--- src/rtl/instr_fetch_if.sv ---
// Fetch-unit bus bundle: memory request/response plus the instruction
// handshake toward the core.
//   master : fetch unit side (drives requests, consumes responses,
//            presents instructions)
//   slave  : environment side (memory and core)
interface instr_fetch_if;
    logic        mem_req_valid;
    logic [31:0] mem_req_addr;
    logic        mem_req_ready;
    logic        mem_rsp_valid;
    logic [31:0] mem_rsp_data;
    logic        instr_valid;
    logic [31:0] instr_data;
    logic [31:0] instr_pc;
    logic        instr_ready;

    modport master (
        output mem_req_valid, mem_req_addr,
        input  mem_req_ready,
        input  mem_rsp_valid, mem_rsp_data,
        output instr_valid, instr_data, instr_pc,
        input  instr_ready
    );

    modport slave (
        input  mem_req_valid, mem_req_addr,
        output mem_req_ready,
        output mem_rsp_valid, mem_rsp_data,
        input  instr_valid, instr_data, instr_pc,
        output instr_ready
    );
endinterface

--- src/rtl/instr_fetch.sv ---
// Instruction fetch unit: issues sequential word addresses to memory,
// buffers in-order responses in a prefetch queue and hands them to the
// core over a valid/ready handshake. Supports redirect (flush) and
// stops after requesting last_pc.
// Ports:
//   clk, rst_n       clock, async active-low reset
//   last_pc          final word address to request
//   flush, flush_pc  one-cycle redirect strobe and new address
//   done             last_pc fetched, queue and memory pipeline drained
//   bus              instr_fetch_if.master (memory req/rsp, instr out)
// Optional: define INSTR_FETCH_TRACE_EN for a $strobe trace of pops
// and flushes.
module instr_fetch #(
    parameter int          DEPTH    = 4,
    parameter logic [31:0] RESET_PC = 32'h0
) (
    input  logic          clk,
    input  logic          rst_n,
    input  logic [31:0]   last_pc,
    input  logic          flush,
    input  logic [31:0]   flush_pc,
    output logic          done,
    instr_fetch_if.master bus
);
    localparam int AW = $clog2(DEPTH);
    localparam int CW = AW + 1;

    logic [31:0]   fetch_pc;
    logic          stopped;
    logic [CW-1:0] live;
    logic [CW-1:0] drop;
    logic [CW-1:0] count;

    logic [31:0]   q_pc   [DEPTH];
    logic [31:0]   q_data [DEPTH];
    logic [AW-1:0] q_wr;
    logic [AW-1:0] q_rd;

    // Addresses of kept outstanding requests, in issue order.
    logic [31:0]   tag_pc [DEPTH];
    logic [AW-1:0] t_wr;
    logic [AW-1:0] t_rd;

    logic [CW:0]   credit;
    logic          req_fire;
    logic          rsp_keep;
    logic          rsp_drop;
    logic          pop;

    // Buffered plus in-flight kept words may never exceed the queue.
    assign credit   = {1'b0, live} + {1'b0, count};

    assign bus.mem_req_valid = rst_n && !flush && !stopped &&
                               (credit < (CW+1)'(DEPTH));
    assign bus.mem_req_addr  = fetch_pc;

    assign req_fire = bus.mem_req_valid && bus.mem_req_ready;
    assign rsp_drop = bus.mem_rsp_valid && (drop != '0);
    assign rsp_keep = bus.mem_rsp_valid && (drop == '0);
    assign pop      = bus.instr_valid && bus.instr_ready;

    assign bus.instr_valid = (count != '0);
    assign bus.instr_data  = q_data[q_rd];
    assign bus.instr_pc    = q_pc[q_rd];

    assign done = stopped && (count == '0) &&
                  (live == '0) && (drop == '0);

    always_ff @(posedge clk or negedge rst_n) begin
        if (!rst_n) begin
            fetch_pc <= RESET_PC;
            stopped  <= 1'b0;
            live     <= '0;
            drop     <= '0;
            count    <= '0;
            q_wr     <= '0;
            q_rd     <= '0;
            t_wr     <= '0;
            t_rd     <= '0;
            for (int i = 0; i < DEPTH; i++) begin
                q_pc[i]   <= '0;
                q_data[i] <= '0;
                tag_pc[i] <= '0;
            end
        end else if (flush) begin
            // Everything still in flight becomes garbage, including
            // the response arriving right now.
            drop     <= drop + live - CW'(bus.mem_rsp_valid);
            live     <= '0;
            count    <= '0;
            q_wr     <= '0;
            q_rd     <= '0;
            t_wr     <= '0;
            t_rd     <= '0;
            fetch_pc <= flush_pc;
            stopped  <= 1'b0;
        end else begin
            if (req_fire) begin
                tag_pc[t_wr] <= fetch_pc;
                t_wr         <= t_wr + AW'(1);
                if (fetch_pc == last_pc) begin
                    stopped <= 1'b1;
                end else begin
                    fetch_pc <= fetch_pc + 32'd1;
                end
            end
            if (rsp_drop) begin
                drop <= drop - CW'(1);
            end
            if (rsp_keep) begin
                q_pc[q_wr]   <= tag_pc[t_rd];
                q_data[q_wr] <= bus.mem_rsp_data;
                q_wr         <= q_wr + AW'(1);
                t_rd         <= t_rd + AW'(1);
            end
            if (pop) begin
                q_rd <= q_rd + AW'(1);
            end
            live  <= live + CW'(req_fire) - CW'(rsp_keep);
            count <= count + CW'(rsp_keep) - CW'(pop);
        end
    end

`ifdef INSTR_FETCH_TRACE_EN
    // Head is captured before the edge so the strobe shows the
    // popped word rather than the next one.
    logic [31:0] trace_pc;
    logic [31:0] trace_data;
    always @(posedge clk) begin
        if (rst_n && flush) begin
            $strobe("FETCH: flush -> %h", flush_pc);
        end else if (rst_n && pop) begin
            trace_pc   = bus.instr_pc;
            trace_data = bus.instr_data;
            $strobe("FETCH: [%h] %h", trace_pc, trace_data);
        end
    end
`else
`endif

endmodule
--- src/flat_wrapper.sv ---
// flat-port wrapper written by rule: the top's interface ports become plain ports
module instr_fetch_flat 
#(
    parameter int          DEPTH    = 4,
    parameter logic [31:0] RESET_PC = 32'h0
)
  (clk, rst_n, last_pc, flush, flush_pc, done, bus_mem_req_valid, bus_mem_req_addr, bus_mem_req_ready, bus_mem_rsp_valid, bus_mem_rsp_data, bus_instr_valid, bus_instr_data, bus_instr_pc, bus_instr_ready);
  instr_fetch_if bus_i ();
  input  logic clk;
  input  logic rst_n;
  input  logic [31:0] last_pc;
  input  logic flush;
  input  logic [31:0] flush_pc;
  output logic done;
  output wire logic [$bits(bus_i.mem_req_valid)-1:0] bus_mem_req_valid;
  output wire logic [$bits(bus_i.mem_req_addr)-1:0] bus_mem_req_addr;
  input wire logic [$bits(bus_i.mem_req_ready)-1:0] bus_mem_req_ready;
  input wire logic [$bits(bus_i.mem_rsp_valid)-1:0] bus_mem_rsp_valid;
  input wire logic [$bits(bus_i.mem_rsp_data)-1:0] bus_mem_rsp_data;
  output wire logic [$bits(bus_i.instr_valid)-1:0] bus_instr_valid;
  output wire logic [$bits(bus_i.instr_data)-1:0] bus_instr_data;
  output wire logic [$bits(bus_i.instr_pc)-1:0] bus_instr_pc;
  input wire logic [$bits(bus_i.instr_ready)-1:0] bus_instr_ready;
  assign bus_mem_req_valid = bus_i.mem_req_valid;
  assign bus_mem_req_addr = bus_i.mem_req_addr;
  assign bus_i.mem_req_ready = bus_mem_req_ready;
  assign bus_i.mem_rsp_valid = bus_mem_rsp_valid;
  assign bus_i.mem_rsp_data = bus_mem_rsp_data;
  assign bus_instr_valid = bus_i.instr_valid;
  assign bus_instr_data = bus_i.instr_data;
  assign bus_instr_pc = bus_i.instr_pc;
  assign bus_i.instr_ready = bus_instr_ready;
  instr_fetch #(.DEPTH(DEPTH), .RESET_PC(RESET_PC)) u_core (.clk(clk), .rst_n(rst_n), .last_pc(last_pc), .flush(flush), .flush_pc(flush_pc), .done(done), .bus(bus_i));
endmodule
--- config.mk ---
export PLATFORM = sky130hd
export DESIGN_NAME = instr_fetch_flat
export DESIGN_NICKNAME = d
export VERILOG_FILES = /design/src/rtl/instr_fetch_if.sv /design/src/rtl/instr_fetch.sv /design/src/flat_wrapper.sv
export SDC_FILE = /design/constraint.sdc
export NUM_CORES = 1
export LEC_CHECK = 0
export BUFFER_PORTS_ARGS = -buffer_cell sky130_fd_sc_hd__clkbuf_2
export CAP_MARGIN = 40
export CORE_UTILIZATION = 35
export CTS_CLUSTER_SIZE = 8
export DETAILED_ROUTE_END_ITERATION = 12
export REMOVE_ABC_BUFFERS = 1
export SETUP_SLACK_MARGIN = 0.5
export SYNTH_ARGS = -nofsm -noshare
export SYNTH_HDL_FRONTEND = slang
export SYNTH_SLANG_ARGS = --single-unit
--- constraint.sdc ---
create_clock -name clk -period 2.87 [get_ports clk]
set_input_delay 0.574 -clock clk [delete_from_list [all_inputs] [get_ports clk]]
set_output_delay 0.574 -clock clk [all_outputs]
set_load 0.02 [all_outputs]
==> results.txt, run 1 <==
final hold slack = 0.207 ns
Site Rows = 87
Final WS setup = 0.122 ns
CTS tree = done
Tmin final = 2.75 ns
Worst path max stage delay = 0.50 ns
crit start category = flip-flop
Iteration-0 DRC Markers = 809
maximum vdd drop = 0.485 mV
CP Class = flip-flop to primary output
vias in the first global route = 13802
final worst path period share = 95.8%
crit path max fanout = 7
Final GP Congestion = 0.831
Initial Utilization = 35.5%
share of cells above drive strength 1 = 56.3%
leakage power = 0.0126 uW
Buf/Inv on CP = 4
first-pass GRT wire length = 85800 um
#FFs+latches synth = 434
CP delay by family, top = buffers and inverters
register-to-register setup slack = 0.15 ns
clk slew on worst S/H paths = 0.05 ns
all-layer global routing usage = 19.8%
die area = 58200 um2
Setup crit end kind = primary output
htree depth = 2
Die X = 241 um
Chip Height = 241 um
Layout area overhead = 32.9%
via count = 13116
fmax = 364 MHz
port buffer count = 200
WL/cell = 23.7 um
synthesized area = 20000 um2
final wirelength = 58500 um
ys flop type = dfrtp_1
setup violators final = 0
vias per cell = 5.30
pre-CTS WS = 0.135 ns
post-route ant nets = 0
Post-synth ARST share = 100%
final slew viol count = 0
synth unique cells = 55
Fillers = 4904
register area share after synthesis = 54.2%
Overflow after GRT = 0
Layout Utilization = 47.1%
Root Buffer Master = clkbuf_16
maxcap violations = 0
Mapped Cells = 1374
worst path required time = 2.30 ns
clock buffer count from CTS = 60
NumNets Final = 1834
CP Data Arrival Time = 2.17 ns
Max clock buf depth = 3
slew margin rel. = 35.0%
detailed-route DRC error count = 0
I/O Pins = 201
Post-Synthesis Mean Instance Area = 14.6 um2
cell area power density = 859 nW/um2
initial antenna violation count = 3
Synth warnings = 0
RSZ-0062 raised after global routing = yes
Hold/Removal Path Class = primary input to flip-flop
Post-DP HPWL = 35300 um
router iterations before antenna repair = 5
worst slew pin tran = 0.975 ns
worst-path cell chain = buf_12 > buf_12 > clkbuf_16 > mux4_2 > buf_8
status = finished, final reports clean
EDFF count, synth = 0
Hold Fails Final Rpt = 0
pin count of the biggest net entering global routing = 171
slowest stage cell, crit path = dfrtp_4
worst-skew pair later-pin latency = 0.61 ns
Clock Skews = 0.0213 ns
most frequent CP cell = buf_12
clk sink count = 434
core area = 56500 um2
[cells by family (layout without fill, tap and decap cells)]
kind of cell	count (synthesis)	in the layout	synth area share, %
and+or+nand+nor	184	184	4.76
muxes	471	471	31.8
adders and majority gates	23	23	1.55
DFF	434	434	54.2
AOI/OAI and AO/OA	87	87	2.89
other	0	1	0
xor gates and xnor gates	50	50	2.18
buffers and inverters	125	468	2.66
[worst reg2reg max path: cells and delay by family, from the launching register on]
family / cells / cell delay, ns
fa+ha+maj: 1 / 0.18
buf+inv: 6 / 0.68
flops: 1 / 0.38
compound gates: 2 / 0.52
simple gates: 3 / 0.76
mux: 1 / 0.07
[stage by stage]
step / setup TNS (ns) / total power, uW / cells / instance area, um2
after global placement: 0 / 14600 / 2309 / 22400
after global routing: 0 / 24100 / 2473 / 26600
after detailed placement: 0 / 14900 / 2311 / 22500
final: 0 / 22900 / 2474 / 26600
after floorplan: -131.70 / 12500 / 1275 / 19600
after CTS: 0 / 22000 / 2434 / 25400
[metal layers]
metal / wire length [um] / GRT usage, % / up-vias
met1: 25700 / 27.1 / 6957
met3: 3330 / 3.69 / 82
met5: 0 / 0 / -
li1: - / - / 5723
met4: 1420 / 5.73 / 0
met2: 28100 / 31.9 / 354
[synth_stat cells, drive strengths merged (2+ instances only)]
library cell	count	area share [%]
a2111oi	3	0.13
a211oi	2	0.075
a21o	2	0.075
a21oi	6	0.17
a221o	12	0.60
a22oi	2	0.075
a31oi	3	0.094
a32oi	2	0.087
a41oi	2	0.087
and2	11	0.34
and3	13	0.41
and4	10	0.44
buf	33	0.93
clkbuf	66	1.2
dfrtp	434	54
fa	3	0.30
ha	20	1.2
inv	25	0.47
mux2	362	20
mux2i	13	0.65
mux4	96	11
nand2	61	1.2
nand2b	2	0.062
nand3	17	0.42
nand4	9	0.28
nor2	26	0.49
nor2b	4	0.12
nor3	13	0.32
nor3b	4	0.15
nor4	9	0.36
o211ai	2	0.075
o21ai	42	1.0
or2	2	0.062
xnor2	11	0.48
xor2	39	1.7
[sequential cells by signal, indices dropped and copies added (netlist names)]
signal	cells
u_core.bus.mem_req_addr	32
u_core.count	3
u_core.drop	3
u_core.live	3
u_core.q_data	128
u_core.q_pc	128
u_core.q_rd	2
u_core.q_wr	2
u_core.stopped	1
u_core.t_rd	2
u_core.t_wr	2
u_core.tag_pc	128
[area by class of cell]
type | instances | area, um2 | share of cell area, %
sequential | 434 | 10900 | 40.8
multi-input combinational | 815 | 9060 | 34.0
timing repair buffer | 372 | 4030 | 15.1
clock buffer | 69 | 1600 | 6.00
tap | 756 | 946 | 3.55
inverter | 26 | 110 | 0.413
clock inverter | 1 | 16.3 | 0.0611
antenna | 1 | 2.50 | 0.00940
[repair_timing]
action | in CTS | in global routing
hold buffers | 1 | 0
pin swaps | 4 | 24
buffers inserted | 32 | 23
cloned | 20 | 16
resized for setup | 100 | 271
setup endpoints to repair | 476 | 234
hold endpoints to repair | 17 | 0
[power by group]
part	leakage, uW	switching (uW)	internal (uW)	total (uW)
Clock	0.000791	2540	3820	6360
Combinational	0.00601	3730	4470	8200
Sequential	0.00578	805	7510	8320
[layout by cell type (no fill, tap or decap), types with 10 or more instances in the layout]
cell type / instances
xnor2_1: 10
nand3_1: 17
mux4_2: 96
buf_4: 69
mux2i_1: 11
a221o_1: 12
buf_8: 16
ha_1: 17
and2_1: 10
o21ai_2: 13
buf_6: 66
clkbuf_16: 75
buf_12: 37
xor2_1: 38
nor2_1: 25
nand2_1: 40
clkbuf_2: 136
buf_16: 25
and3_1: 10
o21ai_1: 14
mux2_2: 361
inv_1: 22
dfrtp_1: 429
o21ai_0: 14
nor3_1: 12
[worst paths after layout]
path | start | endpoint | cells after the start
max | u_core.q_rd[0] | bus_instr_pc[5] | 5
min | flush_pc[23] | u_core.bus.mem_req_addr[23] | 3
max reg2reg | u_core.count[2] | u_core.bus.mem_req_addr[12] | 13
min reg2reg | u_core.tag_pc[28] | u_core.tag_pc[28] | 2
max in group asynchronous | rst_n | u_core.tag_pc[34] | 4
min in group asynchronous | rst_n | u_core.q_data[112] | 3
Power figures use the tool's default switching activity.
==> run 2: changes to the inputs <==
--- a/config.mk
+++ b/config.mk
@@ -7,6 +7,7 @@
 export LEC_CHECK = 0
 export BUFFER_PORTS_ARGS = -buffer_cell sky130_fd_sc_hd__clkbuf_2
 export CAP_MARGIN = 40
+export CORE_MARGIN = 1.5
 export CORE_UTILIZATION = 35
 export CTS_CLUSTER_SIZE = 8
 export DETAILED_ROUTE_END_ITERATION = 12
==> constraint.sdc (replaced) <==
create_clock -name clk -period 3.3 [get_ports clk]
set_input_delay 0.66 -clock clk [delete_from_list [all_inputs] [get_ports clk]]
set_output_delay 0.66 -clock clk [all_outputs]
set_load 0.02 [all_outputs]
==> run 2 against run 1 <==
  * Clock skew up 0.0017 ns
  * Register-to-register slack gained 0.49 ns
  * Sequential share of layout area rose by 3.7 points
  * Hold slack got worse by 0.015 ns
  * First-iteration DRC count decreased by 18%
  * Cell count fell by 3.9%
  * Setup slack better by 0.39 ns
  * Die area is 0.83% higher
  * Sequential cell count stayed put
  * Utilization is 3.9 points lower
==> results.txt, run 2 (synthesized netlist as in run 1, its figures left out) <==
Clock Skews = 0.0230 ns
crit path max fanout = 5
Final Power = 18900 uW
vias per cell = 5.29
vias in the first global route = 13330
post-route ant nets = 0
status = finished, final reports clean
Die X = 242 um
die area = 58700 um2
clock buffer count from CTS = 60
Initial Utilization = 35.5%
htree depth = 2
maximum vdd drop = 0.374 mV
via count = 12586
WL/cell = 22.8 um
all-layer global routing usage = 18.3%
pre-CTS WS = 0.421 ns
final hold slack = 0.192 ns
first-pass GRT wire length = 82000 um
cell area power density = 773 nW/um2
Hold/Removal Path Class = primary input to async pin
pin count of the biggest net entering global routing = 181
final worst path period share = 84.5%
detailed-route DRC error count = 0
I/O Pins = 201
commonest cells after routing, fill and taps aside = 431 x dfrtp_1, 362 x mux2_2, 161 x clkbuf_2
core area = 56500 um2
Site Rows = 87
CP Class = flip-flop to primary output
worst-skew pair later-pin latency = 0.61 ns
CP Data Arrival Time = 2.13 ns
Max clock buf depth = 3
Overflow after GRT = 0
Final GP Congestion = 0.812
Iteration-0 DRC Markers = 667
initial antenna violation count = 1
CTS tree = done
clk slew on worst S/H paths = 0.05 ns
final slew viol count = 0
Layout area overhead = 21.8%
Hold Fails Final Rpt = 0
clk sink count = 434
Final WS setup = 0.510 ns
Layout Utilization = 43.2%
Setup crit end kind = primary output
worst path required time = 2.64 ns
port buffer count = 200
maxcap violations = 0
crit start category = flip-flop
Largest regs = u_core.q_data (128), u_core.q_pc (128), u_core.tag_pc (128)
fmax = 358 MHz
leakage power = 0.0116 uW
share of cells above drive strength 1 = 50.3%
placed cell count = 2287
final wirelength = 54100 um
fin cells = 2378
NumNets Final = 1742
worst slew pin tran = 1.20 ns
Chip Height = 242 um
hold_buf cts = 0
router iterations before antenna repair = 5
antenna cell count = 0
Root Buffer Master = clkbuf_16
setup violators final = 0
slew margin rel. = 20.3%
Post-DP HPWL = 34400 um
RSZ-0062 raised after global routing = yes
Tmin final = 2.79 ns
most common cell after layout, fill and taps aside = dfrtp_1
[run 2: path summary, 6_finish.rpt]
check	endpoint	startpoint	cells after the start	slack, ns
min in group clk	u_core.bus.mem_req_addr[20]	flush_pc[20]	3	0.28
max in group asynchronous	u_core.q_rd[1]	rst_n	3	1.51
hold / removal	u_core.q_data[110]	rst_n	2	0.19
setup reg to reg	u_core.bus.mem_req_addr[28]	u_core.bus.mem_req_addr[13]	8	0.64
hold reg to reg	u_core.tag_pc[60]	u_core.tag_pc[60]	2	0.48
setup / recovery	bus_instr_pc[4]	u_core.q_rd[0]	4	0.51
[run 2: area by class of cell]
cell class	instances	area, um2
Clock inverter	1	5.00
Timing Repair Buffer	280	2250
Clock buffer	66	1550
Sequential cell	434	10900
Fill cell	5122	32100
Tap cell	756	946
Multi-Input combinational cell	815	8700
Inverter	26	103
[run 2: per-stage QoR]
stage	setup TNS (ns)	instance area [um2]
3_3_place_gp	0	22300
6_report	0	24400
4_1_cts	0	23900
3_5_place_dp	0	22300
5_1_grt	0	24400
2_1_floorplan	-44.75	19600
[run 2: critical path, cell delays in order, from the launching register on]
cell	delay, ns
dfrtp_4	0.51
buf_6	0.17
buf_16	0.14
mux4_2	0.55
buf_6	0.16
[run 2: routing by layer]
metal	vias up	routed length (um)	global-route usage (%)
met2	370	25300	28.6
li1	5512	-	-
met1	6618	24100	25.2
met5	-	0	0
met3	86	3170	4.13
met4	0	1580	5.72
[run 2: where the power goes]
| group | total [uW] | switching, uW | internal, uW |
|---|---|---|---|
| clock | 5360 | 2150 | 3210 |
| combinational | 6240 | 2980 | 3260 |
| sequential | 7260 | 734 | 6530 |
| total | 18900 | 5870 | 13000 |
[run 2: what timing repair did]
action | CTS | global route
endpoints found under the setup margin | 65 | 61
gates resized for setup | 5 | 116
buffers inserted | 5 | 11
pin swaps | 2 | 1
gates cloned | 1 | 7
==> run 3: changes to the inputs <==
--- a/config.mk
+++ b/config.mk
@@ -5,6 +5,7 @@
 export SDC_FILE = /design/constraint.sdc
 export NUM_CORES = 1
 export LEC_CHECK = 0
+export ABC_AREA = 1
 export BUFFER_PORTS_ARGS = -buffer_cell sky130_fd_sc_hd__clkbuf_2
 export CAP_MARGIN = 40
 export CORE_MARGIN = 1.5
==> constraint.sdc (replaced) <==
create_clock -name clk -period 2.4 [get_ports clk]
set_input_delay 0.48 -clock clk [delete_from_list [all_inputs] [get_ports clk]]
set_output_delay 0.48 -clock clk [all_outputs]
set_load 0.02 [all_outputs]
==> run 3 against run 2 <==
  * The run now ends with negative setup slack left
  * Sequential share of layout area is 6.1 points lower
  * Clock power is 45% higher
  * Area after synthesis is 7.5% higher
  * Synthesized cell count is 110% higher
  * Largest cell class unchanged
  * Sequential power is 42% higher
  * Design area is 16% higher
  * Setup slack worse by 0.70 ns
  * First-iteration DRC count is 140% higher
  * Cell count is 62% higher
==> results.txt, run 3 <==
pin count of the biggest net entering global routing = 136
Multi-input gate area = 10400 um2
capturing point of the worst reg2reg path = u_core.live[1]
CP Data Arrival Time = 2.11 ns
Layout area overhead = 31.5%
r2r worst-path depth = 8
clock buffer count from CTS = 61
worst-skew pair later-pin latency = 0.62 ns
die area = 63000 um2
Clock Skews = 0.0186 ns
Die X = 251 um
clk sink count = 434
via count = 19967
WL/cell = 19.4 um
Mapped Cells = 2823
Overflow after GRT = 0
Largest regs = u_core.q_data (128), u_core.q_pc (128), u_core.tag_pc (128)
share of cells above drive strength 1 = 22.6%
RR Startpoint = u_core.count[2]
all-layer global routing usage = 21.8%
slew margin rel. = 44.3%
Final WS setup = -0.186 ns
post-route ant nets = 0
clk slew on worst S/H paths = 0.05 ns
Site Rows = 90
CP Class = flip-flop to primary output
Fillers = 5904
Synth area leaders = dfrtp_1 50%, nand2_1 18%, o21ai_0 8.2%
#FFs+latches synth = 434
Chip Height = 251 um
Hold/Removal Path Class = primary input to async pin
Setup Total Neg Slack = -4.64 ns
register area share after synthesis = 50.4%
Iteration-0 DRC Markers = 1592
synth unique cells = 29
most common cell after layout, fill and taps aside = nand2_1
final worst path period share = 108%
setup violators final = 57
antenna cell count = 0
ys flop type = dfrtp_1
Post-synth ARST share = 100%
final slew viol count = 0
vias per cell = 5.18
I/O Pins = 201
count leader, synth = nand2_1
vias in the first global route = 19123
final wirelength = 74600 um
synthesized area = 21500 um2
router iterations before antenna repair = 5
Tmin final = 2.59 ns
status = finished with violations
Final GP Congestion = 0.843
NumNets Final = 3191
htree depth = 2
commonest cells after routing, fill and taps aside = 1025 x nand2_1, 418 x dfrtp_1, 257 x o21ai_0
final hold slack = 0.102 ns
fmax = 387 MHz
FF+latch area = 10900 um2
cell area power density = 1100 nW/um2
Root Buffer Master = clkbuf_16
RSZ-0062 raised after global routing = yes
maximum vdd drop = 0.648 mV
core area = 60600 um2
Hold Fails Final Rpt = 0
Max clock buf depth = 3
CTS tree = done
Setup crit end kind = primary output
port buffer count = 200
failing checks = negative setup slack
leakage power = 0.0144 uW
post-synth top area share = 50.4%
worst path required time = 1.92 ns
Yosys top cell by area = dfrtp_1
first-pass GRT wire length = 109000 um
initial antenna violation count = 1
crit path max fanout = 7
Layout Utilization = 46.8%
hold_buf cts = 0
Post-Synthesis Mean Instance Area = 7.63 um2
maxcap violations = 0
Final Power = 31200 uW
Synth warnings = 0
EDFF count, synth = 0
register-to-register setup slack = 0.39 ns
worst slew pin tran = 0.836 ns
Initial Utilization = 35.6%
Synth top cells by count = 1050 x nand2_1, 434 x dfrtp_1, 353 x o21ai_0
Post-DP HPWL = 40900 um
crit start category = flip-flop
detailed-route DRC error count = 0
-- run 3: final cells by class --
type	instances	area share, %
Clock inverter	4	0.185
Inverter	114	1.73
Multi-Input combinational cell	2069	36.6
Tap cell	782	3.45
Sequential cell	434	38.4
Clock buffer	66	5.56
Timing Repair Buffer	386	14.1
-- run 3: logic make-up after synthesis --
kind of cell               share of synthesized area, %
AOI/OAI and AO/OA                                  14.0
buffers and inverters                              6.80
xor gates and xnor gates                           1.46
and+or+nand+nor                                    25.9
DFF                                                50.4
adders and majority gates                          1.44
-- run 3: how the worst max path moves through the flow --
stage	from	slack, ns	to	cells after the start
after floorplan	u_core.q_rd[0]	-2.62	bus_instr_data[0]	3
after global placement	u_core.drop[0]	0.17	u_core.q_data[3]	10
after detailed placement	u_core.drop[0]	0.13	u_core.q_data[6]	10
after CTS	u_core.q_rd[0]	-0.23	bus_instr_data[0]	7
after global routing	u_core.q_rd[0]	-0.23	bus_instr_data[14]	7
final	u_core.q_rd[0]	-0.19	bus_instr_data[11]	7
-- run 3: worst max-delay path, stage by stage, from the launching register on --
cell	delay [ns]
dfrtp_4	0.57
clkinv_8	0.12
buf_12	0.16
buf_12	0.12
clkbuf_16	0.14
nor2_2	0.03
o22ai_1	0.18
buf_4	0.17
-- run 3: routing by layer --
metal  part of all wire [%]  wire length, um  GRT usage (%)  vias up
li1                       -                -              -     9546
met1                     45            33300           30.6     9649
met2                     47            35400           35.2      663
met3                    6.0             4450           3.16      107
met4                    2.0             1510           5.66        2
met5                  0.017               13              0        -
-- run 3: timing repair --
action                                  4_1_cts  5_1_grt
pin swaps                                    59       90
buffers inserted                             19       12
resized for setup                           248      356
gates cloned                                 12       26
endpoints found under the setup margin      503      505
-- run 3: per-stage QoR --
| step | cells | worst slack, ns | cell area, um2 |
|---|---|---|---|
| after floorplan | 2616 | -2.62 | 20500 |
| after global placement | 3716 | 0.175 | 23700 |
| after detailed placement | 3716 | 0.126 | 23700 |
| after CTS | 3817 | -0.229 | 26700 |
| after global routing | 3855 | -0.227 | 28300 |
| final | 3855 | -0.186 | 28300 |
-- run 3: power by group --
part	internal, uW	switching (uW)
sequential	9130	1210
combinational	5560	7550
clock	4640	3140
total	19300	11900
